===== config.mk =====
export PLATFORM = sky130hd
export DESIGN_NAME = fpu_issue_ctrl_flat
export DESIGN_NICKNAME = d
export VERILOG_FILES = /design/src/rtl/fpu_issue_if.sv /design/src/rtl/fpu_issue_ctrl.sv /design/src/flat_wrapper.sv
export SDC_FILE = /design/constraint.sdc
export NUM_CORES = 1
export LEC_CHECK = 0
export BUFFER_PORTS_ARGS = -buffer_cell sky130_fd_sc_hd__buf_2
export CAP_MARGIN = 20
export CORE_ASPECT_RATIO = 0.75
export CORE_MARGIN = 1.5
export CORE_UTILIZATION = 50
export DETAILED_ROUTE_END_ITERATION = 7
export HOLD_SLACK_MARGIN = 0.05
export PLACE_DENSITY = 0.75
export SLEW_MARGIN = 5
export SYNTH_ARGS = -nofsm -noshare
export SYNTH_HDL_FRONTEND = slang
export SYNTH_SLANG_ARGS = --single-unit
export TNS_END_PERCENT = 5

===== constraint.sdc =====
create_clock -name CLK -period 3.63 [get_ports CLK]
set_input_delay 0.1815 -clock CLK [delete_from_list [all_inputs] [get_ports CLK]]
set_output_delay 0.1815 -clock CLK [all_outputs]
set_load 0.01 [all_outputs]

===== src/rtl/fpu_issue_if.sv =====
// Issue handshake between core decode and the FP issue controller.
// Decode drives the op and register fields; the controller answers with ready.
interface fpu_issue_if;
  logic       issue_valid;
  logic       issue_ready;
  logic [2:0] issue_op;
  logic [4:0] issue_fd;
  logic [4:0] issue_fs;
  logic [4:0] issue_ft;

  modport master (
    output issue_valid, issue_op, issue_fd, issue_fs, issue_ft,
    input  issue_ready
  );

  modport slave (
    input  issue_valid, issue_op, issue_fd, issue_fs, issue_ft,
    output issue_ready
  );
endinterface


===== src/rtl/fpu_issue_ctrl.sv =====
// FP issue/writeback sequencer: hazard interlock, unit launch and fixed-latency
// writeback through a reservation shift register.
module fpu_issue_ctrl #(
  parameter int LAT_ADD = 2,
  parameter int LAT_MUL = 3,
  parameter int LAT_DIV = 12,
  parameter int MAXLAT  = 16
) (
  input  logic        CLK,
  input  logic        RST,
  fpu_issue_if.slave  iss,
  output logic [4:0]  rd_fs_addr,
  output logic [4:0]  rd_ft_addr,
  input  logic [31:0] rd_fs_data,
  input  logic [31:0] rd_ft_data,
  output logic [31:0] op_a,
  output logic [31:0] op_b,
  output logic        add_start,
  output logic        add_sub,
  output logic        mul_start,
  output logic        div_start,
  input  logic [31:0] add_result,
  input  logic [31:0] mul_result,
  input  logic [31:0] div_result,
  output logic        wb_en,
  output logic [4:0]  wb_addr,
  output logic [31:0] wb_data,
  output logic        busy
);

  localparam int IW = $clog2(MAXLAT);

  localparam logic [2:0] OP_ADD = 3'd0;
  localparam logic [2:0] OP_SUB = 3'd1;
  localparam logic [2:0] OP_MUL = 3'd2;
  localparam logic [2:0] OP_DIV = 3'd3;
  localparam logic [2:0] OP_MOV = 3'd4;

  localparam logic [1:0] U_ADD = 2'd0;
  localparam logic [1:0] U_MUL = 2'd1;
  localparam logic [1:0] U_DIV = 2'd2;
  localparam logic [1:0] U_MOV = 2'd3;

  logic [MAXLAT-1:0] slot_v;
  logic [1:0]        slot_u  [MAXLAT];
  logic [4:0]        slot_fd [MAXLAT];
  logic [31:0]       pending;
  logic [31:0]       mov_q;

  logic          is_add, is_mul, is_div, is_mov, is_nop, uses_ft;
  logic [IW-1:0] lat, lat_m1;
  logic [1:0]    unit;
  logic          div_inflight;
  logic          hazard, fire, launch;
  logic [31:0]   set_mask, clr_mask;

  always_comb begin
    is_add  = (iss.issue_op == OP_ADD) || (iss.issue_op == OP_SUB);
    is_mul  = (iss.issue_op == OP_MUL);
    is_div  = (iss.issue_op == OP_DIV);
    is_mov  = (iss.issue_op == OP_MOV);
    is_nop  = (iss.issue_op > OP_MOV);
    uses_ft = is_add || is_mul || is_div;
    lat     = IW'(1);
    unit    = U_MOV;
    if (is_add) begin
      lat  = IW'(LAT_ADD);
      unit = U_ADD;
    end else if (is_mul) begin
      lat  = IW'(LAT_MUL);
      unit = U_MUL;
    end else if (is_div) begin
      lat  = IW'(LAT_DIV);
      unit = U_DIV;
    end
    lat_m1 = lat - IW'(1);
  end

  // Div unit is not pipelined: any div still in the reservation register blocks a new one.
  always_comb begin
    div_inflight = 1'b0;
    for (int i = 0; i < MAXLAT; i++) begin
      if (slot_v[i] && slot_u[i] == U_DIV) div_inflight = 1'b1;
    end
  end

  always_comb begin
    hazard = pending[iss.issue_fs]
          || (uses_ft && pending[iss.issue_ft])
          || pending[iss.issue_fd]
          || slot_v[lat]
          || (is_div && div_inflight);
    iss.issue_ready = !RST && (is_nop || !hazard);
    fire   = iss.issue_valid && iss.issue_ready;
    launch = fire && !is_nop;
  end

  assign rd_fs_addr = iss.issue_fs;
  assign rd_ft_addr = iss.issue_ft;
  assign op_a       = rd_fs_data;
  assign op_b       = rd_ft_data;
  assign add_start  = fire && is_add;
  assign add_sub    = is_add && (iss.issue_op == OP_SUB);
  assign mul_start  = fire && is_mul;
  assign div_start  = fire && is_div;

  always_comb begin
    wb_en   = slot_v[0];
    wb_addr = slot_v[0] ? slot_fd[0] : 5'd0;
    wb_data = 32'd0;
    if (slot_v[0]) begin
      case (slot_u[0])
        U_ADD:   wb_data = add_result;
        U_MUL:   wb_data = mul_result;
        U_DIV:   wb_data = div_result;
        default: wb_data = mov_q;
      endcase
    end
  end

  assign busy     = |pending;
  assign set_mask = launch ? (32'd1 << iss.issue_fd) : 32'd0;
  assign clr_mask = wb_en ? (32'd1 << wb_addr) : 32'd0;

  always_ff @(posedge CLK) begin
    if (RST) begin
      slot_v  <= '0;
      pending <= '0;
      mov_q   <= '0;
      for (int i = 0; i < MAXLAT; i++) begin
        slot_u[i]  <= U_ADD;
        slot_fd[i] <= 5'd0;
      end
    end else begin
      for (int i = 0; i < MAXLAT - 1; i++) begin
        slot_v[i]  <= slot_v[i+1];
        slot_u[i]  <= slot_u[i+1];
        slot_fd[i] <= slot_fd[i+1];
      end
      slot_v[MAXLAT-1]  <= 1'b0;
      slot_u[MAXLAT-1]  <= U_ADD;
      slot_fd[MAXLAT-1] <= 5'd0;
      // Entry lands at L-1 after this shift so it reaches slot 0 exactly L cycles after fire.
      if (launch) begin
        slot_v[lat_m1]  <= 1'b1;
        slot_u[lat_m1]  <= unit;
        slot_fd[lat_m1] <= iss.issue_fd;
      end
      pending <= (pending & ~clr_mask) | set_mask;
      if (fire && is_mov) mov_q <= rd_fs_data;
    end
  end

endmodule


===== src/flat_wrapper.sv =====
// flat-port wrapper written by rule: the top's interface ports become plain ports
module fpu_issue_ctrl_flat 
#(
  parameter int LAT_ADD = 2,
  parameter int LAT_MUL = 3,
  parameter int LAT_DIV = 12,
  parameter int MAXLAT  = 16
)
  (CLK, RST, rd_fs_addr, rd_ft_addr, rd_fs_data, rd_ft_data, op_a, op_b, add_start, add_sub, mul_start, div_start, add_result, mul_result, div_result, wb_en, wb_addr, wb_data, busy, iss_issue_valid, iss_issue_op, iss_issue_fd, iss_issue_fs, iss_issue_ft, iss_issue_ready);
  fpu_issue_if iss_i ();
  input  logic CLK;
  input  logic RST;
  output logic [4:0] rd_fs_addr;
  output logic [4:0] rd_ft_addr;
  input  logic [31:0] rd_fs_data;
  input  logic [31:0] rd_ft_data;
  output logic [31:0] op_a;
  output logic [31:0] op_b;
  output logic add_start;
  output logic add_sub;
  output logic mul_start;
  output logic div_start;
  input  logic [31:0] add_result;
  input  logic [31:0] mul_result;
  input  logic [31:0] div_result;
  output logic wb_en;
  output logic [4:0] wb_addr;
  output logic [31:0] wb_data;
  output logic busy;
  input wire logic [$bits(iss_i.issue_valid)-1:0] iss_issue_valid;
  input wire logic [$bits(iss_i.issue_op)-1:0] iss_issue_op;
  input wire logic [$bits(iss_i.issue_fd)-1:0] iss_issue_fd;
  input wire logic [$bits(iss_i.issue_fs)-1:0] iss_issue_fs;
  input wire logic [$bits(iss_i.issue_ft)-1:0] iss_issue_ft;
  output wire logic [$bits(iss_i.issue_ready)-1:0] iss_issue_ready;
  assign iss_i.issue_valid = iss_issue_valid;
  assign iss_i.issue_op = iss_issue_op;
  assign iss_i.issue_fd = iss_issue_fd;
  assign iss_i.issue_fs = iss_issue_fs;
  assign iss_i.issue_ft = iss_issue_ft;
  assign iss_issue_ready = iss_i.issue_ready;
  fpu_issue_ctrl #(.LAT_ADD(LAT_ADD), .LAT_MUL(LAT_MUL), .LAT_DIV(LAT_DIV), .MAXLAT(MAXLAT)) u_core (.CLK(CLK), .RST(RST), .iss(iss_i), .rd_fs_addr(rd_fs_addr), .rd_ft_addr(rd_ft_addr), .rd_fs_data(rd_fs_data), .rd_ft_data(rd_ft_data), .op_a(op_a), .op_b(op_b), .add_start(add_start), .add_sub(add_sub), .mul_start(mul_start), .div_start(div_start), .add_result(add_result), .mul_result(mul_result), .div_result(div_result), .wb_en(wb_en), .wb_addr(wb_addr), .wb_data(wb_data), .busy(busy));
endmodule

==> results.md <==
- Status: complete, no violations
- Antenna Nets Post-Route: 0
- Worst R2R End: u_core.pending[16]$_SDFF_PP0_
- CTS resizes: 0
- Worst hold start: rd_fs_data[26]
- Mapped Area: just under 0.009 mm^2
- Commonest cells post-synth: dfxtp_1, nor2b_1, buf_4, o21ai_0, mux4_2
- CP max stage delay: approximately 530 ps
- FMAX: 0.296 GHz
- Post-Syn Instances: 870
- Comb power frac: 0.091
- Global placement routability congestion: about 0.92
- Fillcell total: about 1500
- Synthesized flop and latch total: between 150 and 200
- CP max FO: 9
- Vias/cell: 5.41
- Sw Pwr: 0.000988 W
- Avg WL per Cell: about 19 um
- Synth warnings: 0
- Post-Layout Inst Area: 0.0106 mm^2
- Main area contributors after synthesis: dfxtp_1, mux4_2, nor2b_1
- Most frequent CP cell: mux4_2
- Wire length of the first global-routing pass: roughly 37000 um
- Total GRT Usage: 0.265
- Crit path time final: 3380 ps
- Worst-Skew Late Latency: around 430 ps
- Placed cell areas: slightly below 0.01 mm^2
- Hold EP: u_core.mov_q[26]$_SDFFE_PP0P_
- Final setup fails: 0
- WS Path Type: flop to output port
- Core Area: approximately 0.018 mm^2
- Final worst clock skew: around 7.8 ps
- Power per cell area: 404 mW/mm^2
- Post-CTS Repair Setup Buffers: 0
- RSZ-0062 raised after global routing: false
- Share of cells above drive strength 1: 0.329
- CTS tree: done
- Detail Placement HPWL: around 18000 um
- R2r worst-path depth: 8
- Synth area leader: dfxtp_1
- CTS Root Buffer Type: clkbuf_16
- CP bufs+invs: 2
- Routed WL: 24600 um
- Fin nets: around 1200
- Vias in the first global route: around 6700
- Clk sinks: ~190
- Cell variety after synth: 43
- Hold/Removal Path Class: input pin to flop
- Internal power: about 0.0033 W
- DRC: 0
- Area of the die: around 0.019 mm^2
- Seq/Total Area, Yosys: 0.431
- Port Buffers: about 230
- Clock Path Buffers: 2
- Switching share of power: 0.231
- RR Startpoint: u_core.pending[17]$_SDFF_PP0_
- CP Data Required Time: 3450 ps
- Reg2reg setup slack: roughly 580 ps
- Crit start category: flop
- Clock network fraction of total power: 0.408
- Crit path max-delay cell type: nor3_2
- Final Cycle Share: 0.932
- Std cell rows: 42
- Starting Density: 0.509
- Yosys top cell area share: 0.431
- Share of power burned in registers: 0.501
- Top_reg_cell synth: dfxtp_1
- Largest net degree at the start of global routing: 95
- Sum of negative setup slack: 0 ps
- Cells along the critical path: mux4_2 -> mux4_2 -> nor2_1 -> a2111oi_0 -> nor3_2 -> nand3_1 -> inv_1 -> buf_2
- Rel. slew slack: 0.406
- Cell with the most instances after synthesis: dfxtp_1
- P&R area growth vs syn: 18.9%
- Share of flip-flops with an asynchronous set or reset: 0
- Slew Viols, Final: 0
- Num CTS Buffers: 17
- Die Y: 119 um
- # IOs: between 200 and 300
- VDD IR-drop max: approximately 0.00029 V
- GRT overflow: 0
- Mean Syn Cell Area: slightly above 10 um^2
- Worst-path clk slew: approximately 60 ps
- Die Width: 157 um
- Hold path cells: 3
- Post-synth EDFFs: 0
- Initial antenna violation count: 3
- CP Data Arrival Time: 3200 ps
- Worst-Margin Slew: ~870 ps
- Pleak: ~4.4 nW
- DRT iter0 DRCs: 500
- Final hold viol count: 0
- Vias: 7022
- Crit. End Element: output port
- H-tree Lvls: 4
- Hold_buf cts: 30
- # Max-Cap Violations: 0
- TritonRoute pass-1 iters: 5
- Largest delay share family, worst path: simple AND/OR/NAND/NOR gates
-- tightest hold or removal path: stages --
cell,delay [ps]
buf_2,130
mux2i_1,80
nor2_1,80
-- cell type report --
| cell class | instances | area [um^2] | share of cell area |
|---|---|---|---|
| Antenna cell | 2 | 5.00 | 0.000472 |
| Clock buffer | 25 | 505 | 0.0476 |
| Clock inverter | 7 | 51.3 | 0.00483 |
| Inverter | 12 | 45.0 | 0.00425 |
| Multi-Input combinational cell | 546 | 4300 | 0.405 |
| Sequential cell | 192 | 3840 | 0.362 |
| Tap cell | 242 | 303 | 0.0285 |
| Timing Repair Buffer | 273 | 1550 | 0.146 |
-- sequential cells by signal, summed over array words and instances (netlist names) --
register        count
u_core.slot_fd     80
u_core.mov_q       32
u_core.pending     32
u_core.slot_u      32
u_core.slot_v      16
-- metal layers --
layer | global-route usage | routed length [um] | vias up
li1 | - | - | 3281
met1 | 0.368 | 10800 | 3372
met2 | 0.390 | 10700 | 333
met3 | 0.0810 | 2600 | 36
met4 | 0.0949 | 446 | 0
met5 | 0 | 0 | -
-- logic make-up after synthesis --
| family | synth area share |
|---|---|
| muxes | 0.199 |
| other | 0.000420 |
| DFF | 0.431 |
| AOI/OAI and AO/OA | 0.0493 |
| buffers and inverters | 0.0911 |
| and+or+nand+nor | 0.229 |
-- placed cells by master, fill, tap and decap left out, drive strengths merged, types with 2 or more instances in the layout --
cell type      n
a211oi         2
a21oi          5
a22o           4
a22oi          2
and2          39
and3           4
and3b          2
buf          243
clkbuf        25
clkinv         4
clkinvlp       2
conb           8
dfxtp        192
diode          2
dlygate4sd3   30
inv           13
mux2          12
mux2i         47
mux4          52
nand2         35
nand2b        12
nand3         13
nand3b        33
nand4         10
nor2          46
nor2b        122
nor3           4
nor3b          4
nor4          12
nor4b          2
o21ai         60
or2            3
or3b           4
-- stage by stage --
| step | total power, W | cells | hold slack (ps) | setup WS [ps] | utilization |
|---|---|---|---|---|---|
| floorplan | 0.00245 | 877 | 290 | 827 | - |
| global placement | 0.00255 | 1235 | 363 | 554 | 0.555 |
| detailed placement | 0.00255 | 1235 | 363 | 458 | 0.555 |
| CTS | 0.00432 | 1297 | 63.7 | 224 | 0.604 |
| global route | 0.00444 | 1299 | 83.7 | 58.7 | 0.605 |
| finish | 0.00428 | 1299 | 84.2 | 246 | 0.605 |
-- worst max path at each step --
stage,from,to,slack [ps],depth (start not counted)
floorplan,iss_issue_ft[1],u_core.slot_fd[1][0]$_DFF_P_,830,8
global placement,iss_issue_ft[1],u_core.pending[0]$_SDFF_PP0_,550,9
detailed placement,iss_issue_ft[1],u_core.pending[8]$_SDFF_PP0_,460,9
CTS,u_core.pending[17]$_SDFF_PP0_,mul_start,220,8
global route,u_core.pending[27]$_SDFF_PP0_,mul_start,60,8
finish,u_core.pending[17]$_SDFF_PP0_,mul_start,250,8
-- power by group through the flow --
stage	Combinational [W]	Sequential (W)	Clock (W)
6_report	0.000392	0.00215	0.00175
5_1_grt	0.000420	0.00215	0.00187
4_1_cts	0.000389	0.00215	0.00179
3_5_place_dp	0.000360	0.00219	0
3_3_place_gp	0.000354	0.00219	0
2_1_floorplan	0.000259	0.00219	0
Power figures use the tool's default switching activity.
